[src/rtl/ssr_seq_ctrl_pkg.sv]
// -----------------------------------------------------------------------------
// ssr_pkg
//   Shared types and widths for the speech-recognition sequencer slice.
//   ssr_state_t : sequencer FSM states
//   ADC_W/RES_W : ADC sample width and classifier result width
//   is_busy()   : true for every state that represents capture in progress
// -----------------------------------------------------------------------------
package ssr_pkg;

  localparam int ADC_W = 12;
  localparam int RES_W = 2;

  typedef enum logic [2:0] {
    IDLE,
    WAIT_TICK,
    ADC_WAIT,
    FE_WAIT,
    CLS_WAIT,
    DONE,
    ERROR
  } ssr_state_t;

  function automatic logic is_busy(input ssr_state_t s);
    return !(s inside {IDLE, DONE, ERROR});
  endfunction

endpackage

[src/rtl/ssr_seq_ctrl_if.sv]
// -----------------------------------------------------------------------------
// ssr_seq_ctrl_if
//   Bundles every sequencer signal except clock and reset.
//   master : the sequencer (drives adc_req, smp_*, frame_last, cls_start,
//            result*, busy, error, overrun)
//   slave  : the surrounding chain (drives start, abort, adc_ack/adc_data,
//            fe_done, cls_done/cls_value)
// -----------------------------------------------------------------------------
interface ssr_seq_ctrl_if;

  logic                      start;
  logic                      abort;
  logic                      adc_req;
  logic                      adc_ack;
  logic [ssr_pkg::ADC_W-1:0] adc_data;
  logic                      smp_valid;
  logic [ssr_pkg::ADC_W-1:0] smp_data;
  logic                      frame_last;
  logic                      fe_done;
  logic                      cls_start;
  logic                      cls_done;
  logic [ssr_pkg::RES_W-1:0] cls_value;
  logic [ssr_pkg::RES_W-1:0] result;
  logic                      result_valid;
  logic                      busy;
  logic                      error;
  logic                      overrun;

  modport master (
    input  start, abort, adc_ack, adc_data, fe_done, cls_done, cls_value,
    output adc_req, smp_valid, smp_data, frame_last, cls_start,
           result, result_valid, busy, error, overrun
  );

  modport slave (
    output start, abort, adc_ack, adc_data, fe_done, cls_done, cls_value,
    input  adc_req, smp_valid, smp_data, frame_last, cls_start,
           result, result_valid, busy, error, overrun
  );

endinterface

[src/rtl/ssr_seq_ctrl_tick_gen.sv]
// -----------------------------------------------------------------------------
// ssr_tick_gen
//   Free-running divider: counts 0..DIV-1 while enabled and emits a one-cycle
//   tick on the last count, then wraps. A synchronous clear restarts from 0.
//   clk, rst : clock, asynchronous active-low reset
//   en_i     : count enable (count holds when low)
//   clr_i    : synchronous clear, wins over enable
//   tick_o   : high for the cycle in which the count sits at DIV-1
// -----------------------------------------------------------------------------
module ssr_tick_gen #(
  parameter int unsigned DIV = 6250
) (
  input  logic clk,
  input  logic rst,
  input  logic en_i,
  input  logic clr_i,
  output logic tick_o
);

  localparam int unsigned   CW   = (DIV > 1) ? $clog2(DIV) : 1;
  localparam logic [CW-1:0] LAST = CW'(DIV - 1);

  logic [CW-1:0] cnt_q, cnt_d;

  assign tick_o = en_i && !clr_i && (cnt_q == LAST);

  always_comb begin
    // NOTE: default assignment first so every path drives cnt_d (no latch).
    cnt_d = cnt_q;
    if (clr_i) begin
      cnt_d = '0;
    end else if (en_i) begin
      cnt_d = tick_o ? '0 : cnt_q + CW'(1);
    end
  end

  // NOTE: state updates use non-blocking assignments so all flops sample together.
  always_ff @(posedge clk or negedge rst) begin
    if (!rst) cnt_q <= '0;
    else      cnt_q <= cnt_d;
  end

endmodule

[src/rtl/ssr_seq_ctrl.sv]
// -----------------------------------------------------------------------------
// ssr_seq_ctrl
//   Utterance sequencer: paces ADC reads, forwards samples to the feature
//   extractor, waits for per-frame completion, triggers one classification and
//   latches its result. Guards every wait with a timeout and flags missed
//   sample ticks as overrun.
//   clk, rst : clock, asynchronous active-low reset
//   bus      : ssr_seq_ctrl_if.master (start/abort, ADC, FE, classifier,
//              result and status signals)
// -----------------------------------------------------------------------------
module ssr_seq_ctrl
  import ssr_pkg::*;
#(
  parameter int unsigned SAMPLE_DIV        = 6250,
  parameter int unsigned SAMPLES_PER_FRAME = 256,
  parameter int unsigned NUM_FRAMES        = 32,
  parameter int unsigned TIMEOUT_CYC       = 1000000
) (
  input  logic            clk,
  input  logic            rst,
  ssr_seq_ctrl_if.master  bus
);

  localparam int unsigned SCW = (SAMPLES_PER_FRAME > 1) ? $clog2(SAMPLES_PER_FRAME) : 1;
  localparam int unsigned FCW = (NUM_FRAMES > 1)        ? $clog2(NUM_FRAMES)        : 1;
  localparam int unsigned TCW = (TIMEOUT_CYC > 1)       ? $clog2(TIMEOUT_CYC)       : 1;

  localparam logic [SCW-1:0] SMP_LAST = SCW'(SAMPLES_PER_FRAME - 1);
  localparam logic [FCW-1:0] FRM_LAST = FCW'(NUM_FRAMES - 1);
  localparam logic [TCW-1:0] TO_LAST  = TCW'(TIMEOUT_CYC - 1);

  ssr_state_t        state_q, state_d;
  logic              start_q;
  logic [SCW-1:0]    sample_cnt_q, sample_cnt_d;
  logic [FCW-1:0]    frame_cnt_q, frame_cnt_d;
  logic [TCW-1:0]    to_cnt_q, to_cnt_d;
  logic              adc_req_q, adc_req_d;
  logic              smp_valid_q, smp_valid_d;
  logic [ADC_W-1:0]  smp_data_q, smp_data_d;
  logic              frame_last_q, frame_last_d;
  logic              cls_start_q, cls_start_d;
  logic [RES_W-1:0]  result_q, result_d;
  logic              result_valid_q, result_valid_d;
  logic              error_q, error_d;
  logic              overrun_q, overrun_d;

  logic tick, accept, abort_hit, timed_out, last_smp, last_frame;

  assign accept     = bus.start && !start_q && (state_q inside {IDLE, DONE, ERROR});
  assign abort_hit  = bus.abort && is_busy(state_q);
  assign timed_out  = (state_q inside {ADC_WAIT, FE_WAIT, CLS_WAIT}) && (to_cnt_q == TO_LAST);
  assign last_smp   = (sample_cnt_q == SMP_LAST);
  assign last_frame = (frame_cnt_q == FRM_LAST);

  // The sample clock keeps running through the ADC and FE waits so that a slow
  // responder shows up as a tick landing outside WAIT_TICK (overrun).
  ssr_tick_gen #(.DIV(SAMPLE_DIV)) u_tick (
    .clk    (clk),
    .rst    (rst),
    .en_i   (state_q inside {WAIT_TICK, ADC_WAIT, FE_WAIT}),
    .clr_i  (accept || abort_hit),
    .tick_o (tick)
  );

  // State and datapath registers.
  always_ff @(posedge clk or negedge rst) begin
    if (!rst) begin
      state_q        <= IDLE;
      start_q        <= 1'b0;
      sample_cnt_q   <= '0;
      frame_cnt_q    <= '0;
      to_cnt_q       <= '0;
      adc_req_q      <= 1'b0;
      smp_valid_q    <= 1'b0;
      smp_data_q     <= '0;
      frame_last_q   <= 1'b0;
      cls_start_q    <= 1'b0;
      result_q       <= '0;
      result_valid_q <= 1'b0;
      error_q        <= 1'b0;
      overrun_q      <= 1'b0;
    end else begin
      state_q        <= state_d;
      start_q        <= bus.start;
      sample_cnt_q   <= sample_cnt_d;
      frame_cnt_q    <= frame_cnt_d;
      to_cnt_q       <= to_cnt_d;
      adc_req_q      <= adc_req_d;
      smp_valid_q    <= smp_valid_d;
      smp_data_q     <= smp_data_d;
      frame_last_q   <= frame_last_d;
      cls_start_q    <= cls_start_d;
      result_q       <= result_d;
      result_valid_q <= result_valid_d;
      error_q        <= error_d;
      overrun_q      <= overrun_d;
    end
  end

  // Next-state logic. In every wait the awaited pulse is checked before the
  // timeout, so a pulse arriving on the timeout cycle still counts.
  always_comb begin
    state_d = state_q;
    if (abort_hit) begin
      state_d = IDLE;
    end else begin
      unique case (state_q)
        IDLE, DONE, ERROR: if (accept) state_d = WAIT_TICK;
        WAIT_TICK:         if (tick)   state_d = ADC_WAIT;
        ADC_WAIT: begin
          if (bus.adc_ack)    state_d = last_smp ? FE_WAIT : WAIT_TICK;
          else if (timed_out) state_d = ERROR;
        end
        FE_WAIT: begin
          if (bus.fe_done)    state_d = last_frame ? CLS_WAIT : WAIT_TICK;
          else if (timed_out) state_d = ERROR;
        end
        CLS_WAIT: begin
          if (bus.cls_done)   state_d = DONE;
          else if (timed_out) state_d = ERROR;
        end
        default:              state_d = IDLE;
      endcase
    end
  end

  // Output, counter and flag logic.
  always_comb begin
    adc_req_d      = 1'b0;
    smp_valid_d    = 1'b0;
    frame_last_d   = 1'b0;
    cls_start_d    = 1'b0;
    smp_data_d     = smp_data_q;
    sample_cnt_d   = sample_cnt_q;
    frame_cnt_d    = frame_cnt_q;
    result_d       = result_q;
    result_valid_d = result_valid_q;
    error_d        = error_q;
    overrun_d      = overrun_q;

    if (accept) begin
      result_valid_d = 1'b0;
      error_d        = 1'b0;
      overrun_d      = 1'b0;
      sample_cnt_d   = '0;
      frame_cnt_d    = '0;
    end else if (abort_hit) begin
      sample_cnt_d   = '0;
      frame_cnt_d    = '0;
    end else begin
      unique case (state_q)
        WAIT_TICK: adc_req_d = tick;
        ADC_WAIT: begin
          // A tick here means the slot was missed; no extra read is issued.
          if (tick) overrun_d = 1'b1;
          if (bus.adc_ack) begin
            smp_valid_d  = 1'b1;
            smp_data_d   = bus.adc_data;
            frame_last_d = last_smp;
            sample_cnt_d = last_smp ? '0 : sample_cnt_q + SCW'(1);
          end else if (timed_out) begin
            error_d = 1'b1;
          end
        end
        FE_WAIT: begin
          if (tick) overrun_d = 1'b1;
          if (bus.fe_done) begin
            frame_cnt_d = last_frame ? '0 : frame_cnt_q + FCW'(1);
            cls_start_d = last_frame;
          end else if (timed_out) begin
            error_d = 1'b1;
          end
        end
        CLS_WAIT: begin
          if (bus.cls_done) begin
            result_d       = bus.cls_value;
            result_valid_d = 1'b1;
          end else if (timed_out) begin
            error_d = 1'b1;
          end
        end
        default: ;
      endcase
    end

    // Timeout counter restarts on every entry to a wait state and saturates.
    if ((state_d inside {ADC_WAIT, FE_WAIT, CLS_WAIT}) && (state_d == state_q)) begin
      to_cnt_d = (to_cnt_q == TO_LAST) ? to_cnt_q : to_cnt_q + TCW'(1);
    end else begin
      to_cnt_d = '0;
    end
  end

  assign bus.adc_req      = adc_req_q;
  assign bus.smp_valid    = smp_valid_q;
  assign bus.smp_data     = smp_data_q;
  assign bus.frame_last   = frame_last_q;
  assign bus.cls_start    = cls_start_q;
  assign bus.result       = result_q;
  assign bus.result_valid = result_valid_q;
  assign bus.error        = error_q;
  assign bus.overrun      = overrun_q;
  assign bus.busy         = is_busy(state_q);

endmodule

[src/flat_wrapper.sv]
// flat-port wrapper written by rule: the top's interface ports become plain ports
module ssr_seq_ctrl_flat import ssr_pkg::*;
#(
  parameter int unsigned SAMPLE_DIV        = 6250,
  parameter int unsigned SAMPLES_PER_FRAME = 256,
  parameter int unsigned NUM_FRAMES        = 32,
  parameter int unsigned TIMEOUT_CYC       = 1000000
)
  (clk, rst, bus_start, bus_abort, bus_adc_ack, bus_adc_data, bus_fe_done, bus_cls_done, bus_cls_value, bus_adc_req, bus_smp_valid, bus_smp_data, bus_frame_last, bus_cls_start, bus_result, bus_result_valid, bus_busy, bus_error, bus_overrun);
  ssr_seq_ctrl_if bus_i ();
  input  logic clk;
  input  logic rst;
  input wire logic [$bits(bus_i.start)-1:0] bus_start;
  input wire logic [$bits(bus_i.abort)-1:0] bus_abort;
  input wire logic [$bits(bus_i.adc_ack)-1:0] bus_adc_ack;
  input wire logic [$bits(bus_i.adc_data)-1:0] bus_adc_data;
  input wire logic [$bits(bus_i.fe_done)-1:0] bus_fe_done;
  input wire logic [$bits(bus_i.cls_done)-1:0] bus_cls_done;
  input wire logic [$bits(bus_i.cls_value)-1:0] bus_cls_value;
  output wire logic [$bits(bus_i.adc_req)-1:0] bus_adc_req;
  output wire logic [$bits(bus_i.smp_valid)-1:0] bus_smp_valid;
  output wire logic [$bits(bus_i.smp_data)-1:0] bus_smp_data;
  output wire logic [$bits(bus_i.frame_last)-1:0] bus_frame_last;
  output wire logic [$bits(bus_i.cls_start)-1:0] bus_cls_start;
  output wire logic [$bits(bus_i.result)-1:0] bus_result;
  output wire logic [$bits(bus_i.result_valid)-1:0] bus_result_valid;
  output wire logic [$bits(bus_i.busy)-1:0] bus_busy;
  output wire logic [$bits(bus_i.error)-1:0] bus_error;
  output wire logic [$bits(bus_i.overrun)-1:0] bus_overrun;
  assign bus_i.start = bus_start;
  assign bus_i.abort = bus_abort;
  assign bus_i.adc_ack = bus_adc_ack;
  assign bus_i.adc_data = bus_adc_data;
  assign bus_i.fe_done = bus_fe_done;
  assign bus_i.cls_done = bus_cls_done;
  assign bus_i.cls_value = bus_cls_value;
  assign bus_adc_req = bus_i.adc_req;
  assign bus_smp_valid = bus_i.smp_valid;
  assign bus_smp_data = bus_i.smp_data;
  assign bus_frame_last = bus_i.frame_last;
  assign bus_cls_start = bus_i.cls_start;
  assign bus_result = bus_i.result;
  assign bus_result_valid = bus_i.result_valid;
  assign bus_busy = bus_i.busy;
  assign bus_error = bus_i.error;
  assign bus_overrun = bus_i.overrun;
  ssr_seq_ctrl #(.SAMPLE_DIV(SAMPLE_DIV), .SAMPLES_PER_FRAME(SAMPLES_PER_FRAME), .NUM_FRAMES(NUM_FRAMES), .TIMEOUT_CYC(TIMEOUT_CYC)) u_core (.clk(clk), .rst(rst), .bus(bus_i));
endmodule
[config.mk]
export PLATFORM = sky130hd
export DESIGN_NAME = ssr_seq_ctrl_flat
export DESIGN_NICKNAME = d
export VERILOG_FILES = /design/src/rtl/ssr_seq_ctrl_pkg.sv /design/src/rtl/ssr_seq_ctrl_if.sv /design/src/rtl/ssr_seq_ctrl_tick_gen.sv /design/src/rtl/ssr_seq_ctrl.sv /design/src/flat_wrapper.sv
export SDC_FILE = /design/constraint.sdc
export NUM_CORES = 1
export LEC_CHECK = 0
export CAP_MARGIN = 5
export CORE_ASPECT_RATIO = 0.75
export CORE_MARGIN = 4
export CORE_UTILIZATION = 35
export CTS_CLUSTER_SIZE = 12
export DETAILED_ROUTE_END_ITERATION = 10
export PLACE_DENSITY_LB_ADDON = 0.3
export SYNTH_ARGS = -nofsm -noshare
export SYNTH_HDL_FRONTEND = slang
export SYNTH_SLANG_ARGS = --single-unit
[constraint.sdc]
create_clock -name clk -period 5.3 [get_ports clk]
set_input_delay 1.06 -clock clk [delete_from_list [all_inputs] [get_ports clk]]
set_output_delay 1.06 -clock clk [all_outputs]
set_load 0.02 [all_outputs]
==> impl_metrics.ini <==
[outcome]
status = complete, no violations

[cells_and_area]
nFillCells = 1075
finalInstanceArea_um2 = 4740
layout_commonest_cell = dfrtp_1
final_cell_mix = dfrtp_1, clkdlybuf4s50_1, nor2_1, nand2_1, nor3_2
nets = 449
drive_gt1_share_pct = 14.8
num_antenna_cells = 0
area_growth_pct = 21.9

[clock_tree]
h-tree-depth = 3
clk_latency_ns = 0.33
cts_resized = 0
post_cts_buffers = 0
cts_tree = done
root_buffer = clkbuf_16
cts_buffer_depth = 2
cts_made_buffers = 9
clock-sinks = 71
path_clk_slew_ns = 0.05
cts_hold_buf = 0

[logic_synthesis]
synthArstFlopShare_pct = 100
synth_nets = 407
synthDistinctLibCells = 57
seq_area_frac_synth_pct = 45.7
yosysWarnings = 0
synth_top_area_share_pct = 45.7
avgSynthCellArea_um2 = 10.2
synth_flop_cell = dfrtp_1
synthTopCellsByArea = dfrtp_1, nor3_2, mux2_2
synthCells = 380
ys_seq_elements = 71
netlist_area_um2 = 3890
synth_edf_count = 0
yosysTopAreaCell = dfrtp_1

[sta]
maxSlewViolCount = 0
relSlewSlack_pct = 41.0
fmax_mhz = 285
worst_slew_pin_slew_ns = 0.884
hold_violations = 0
finalCritPeriodShare_pct = 66.3
fin_tns_setup_ns = 0
rsz0062_at_grt = no
finClkSkew_ns = 0.00376
setup_viol = 0
period_minus_slack_ns = 3.51

[route]
via_count = 3087
drt_iter0_drc = 272
wl_per_cell_um = 15.2
wl_mm = 8.62
drt_pass1_iterations = 4
via_per_inst = 5.45
ant_nets = 0
drcViolationCount = 0

[die]
rows = 33
die_w_um = 130
io_pins = 43
start_util_pct = 35.7
fp.coreArea_um2 = 10900
die_h_um = 99.3
fp.dieArea_um2 = 12900

[global_routing]
antenna_found_initial = 0
grt_overflow = 0
grt_max_degree = 40
grt_pass1_wl_mm = 14.8
grt.total_usage_pct = 14.4
grt_pass1_vias = 2915

[worst_setup_path]
slowest_delay_ns = 0.71
crit_fanout = 21
cp.required_ns = 4.24
crit_slowest_cell = clkdlybuf4s50_1
cp-end-kind = primary output
reg2reg_slack_ns = 2.64
path_cells = nor2_1 > o21ai_0 > clkdlybuf4s50_1
path_class = register to primary output
start_kind = register
critical_path_arrival_ns = 2.45

[power_and_ir_drop]
peakVddDrop_uv = 220
p_leak_nw = 1.99
finalPower_mw = 1.44
powerDensity_nw_per_um2 = 304

[place]
placed_area_um2 = 4440
portBuffers = 42
place.gp.congestion = 0.832
dpl.hpwl_mm = 6.00

[min_path]
hold_path_class = register to register

[job]
maxCapViolations = 0
-- power by group --
| group | total, mW | switching [mW] | internal, mW | leakage [nW] |
|---|---|---|---|---|
| Clock | 0.603 | 0.217 | 0.386 | 0.145 |
| Combinational | 0.246 | 0.156 | 0.0897 | 0.869 |
| Sequential | 0.593 | 0.0309 | 0.562 | 0.980 |
-- kinds of logic after synthesis --
family | Yosys count | synth area share [%]
adder cells (fa/ha/maj) | 6 | 1.93
multiplexers | 19 | 5.41
AND/OR/NAND/NOR | 169 | 27.0
AO/OA/AOI/OAI | 66 | 11.8
XOR/XNOR | 23 | 5.18
flip-flops | 71 | 45.7
buffers and inverters | 26 | 2.96
-- state kept, by name, summed over array words and instances, names as in the netlist, 2 cells and up --
register / flops
u_core.to_cnt_q: 20
u_core.u_tick.cnt_q: 13
u_core.bus.smp_data: 12
u_core.sample_cnt_q: 8
u_core.frame_cnt_q: 5
u_core.state_q: 3
u_core.bus.result: 2
-- layout make-up --
class                           count  area, µm²  share of cell area, %
Multi-Input combinational cell    283       1990                   42.1
Sequential cell                    71       1780                   37.5
Timing Repair Buffer               47        453                   9.56
Clock buffer                       12        256                   5.42
Tap cell                          140        175                   3.70
Clock inverter                      3       42.5                  0.898
Inverter                           10       37.5                  0.793
-- synth_stat cells, types with 4 or more instances --
cell / instances
or4_1: 4
nor4_1: 5
clkbuf_1: 11
xor2_1: 14
ha_1: 6
a31oi_1: 4
nand2b_1: 4
mux2_2: 16
xnor2_1: 9
a211o_1: 6
nor3_2: 19
o21ai_0: 12
dfrtp_1: 71
o22ai_1: 4
nand3_1: 14
a21o_1: 4
a21oi_1: 16
nand4_1: 9
nor3_1: 16
nor3b_1: 6
nor2_1: 29
inv_1: 10
and3_1: 14
nor4b_1: 4
nand2_1: 22
-- routing by layer --
metal	up-vias	routed length, µm	GRT usage (%)
li1	1496	-	-
met1	1498	4240	21.1
met2	86	3620	19.3
met3	7	689	5.48
met4	0	69	4.71
met5	-	0	0
-- per-stage QoR --
stage               hold slack (ns)  utilization, %  instances  worst slack (ns)
floorplan                     0.489               -        380              2.39
global placement              0.489            40.7        551              1.85
detailed placement            0.487            40.7        551              1.71
CTS                           0.501            43.4        566              1.74
finish                        0.495            43.4        566              1.79
global route                  0.514            43.4        566              1.60
-- worst max-delay path: cells and delay by family, from the launching register on --
family | cells | cell delay, ns
buf+inv | 1 | 0.71
flops | 1 | 0.69
compound gates | 1 | 0.50
simple gates | 1 | 0.23
-- final timing paths --
path                                          from                      end  depth (start not counted)
worst min register to register  u_core.bus.overrun       u_core.bus.overrun                          2
worst max register to register  u_core.to_cnt_q[6]      u_core.to_cnt_q[17]                          6
min in group asynchronous                      rst  u_core.bus.smp_data[11]                          1
worst min-delay path            u_core.bus.overrun       u_core.bus.overrun                          2
worst max-delay path             u_core.state_q[0]                 bus_busy                          3
max in group asynchronous                      rst        u_core.state_q[0]                          2
Power figures use the tool's default switching activity.
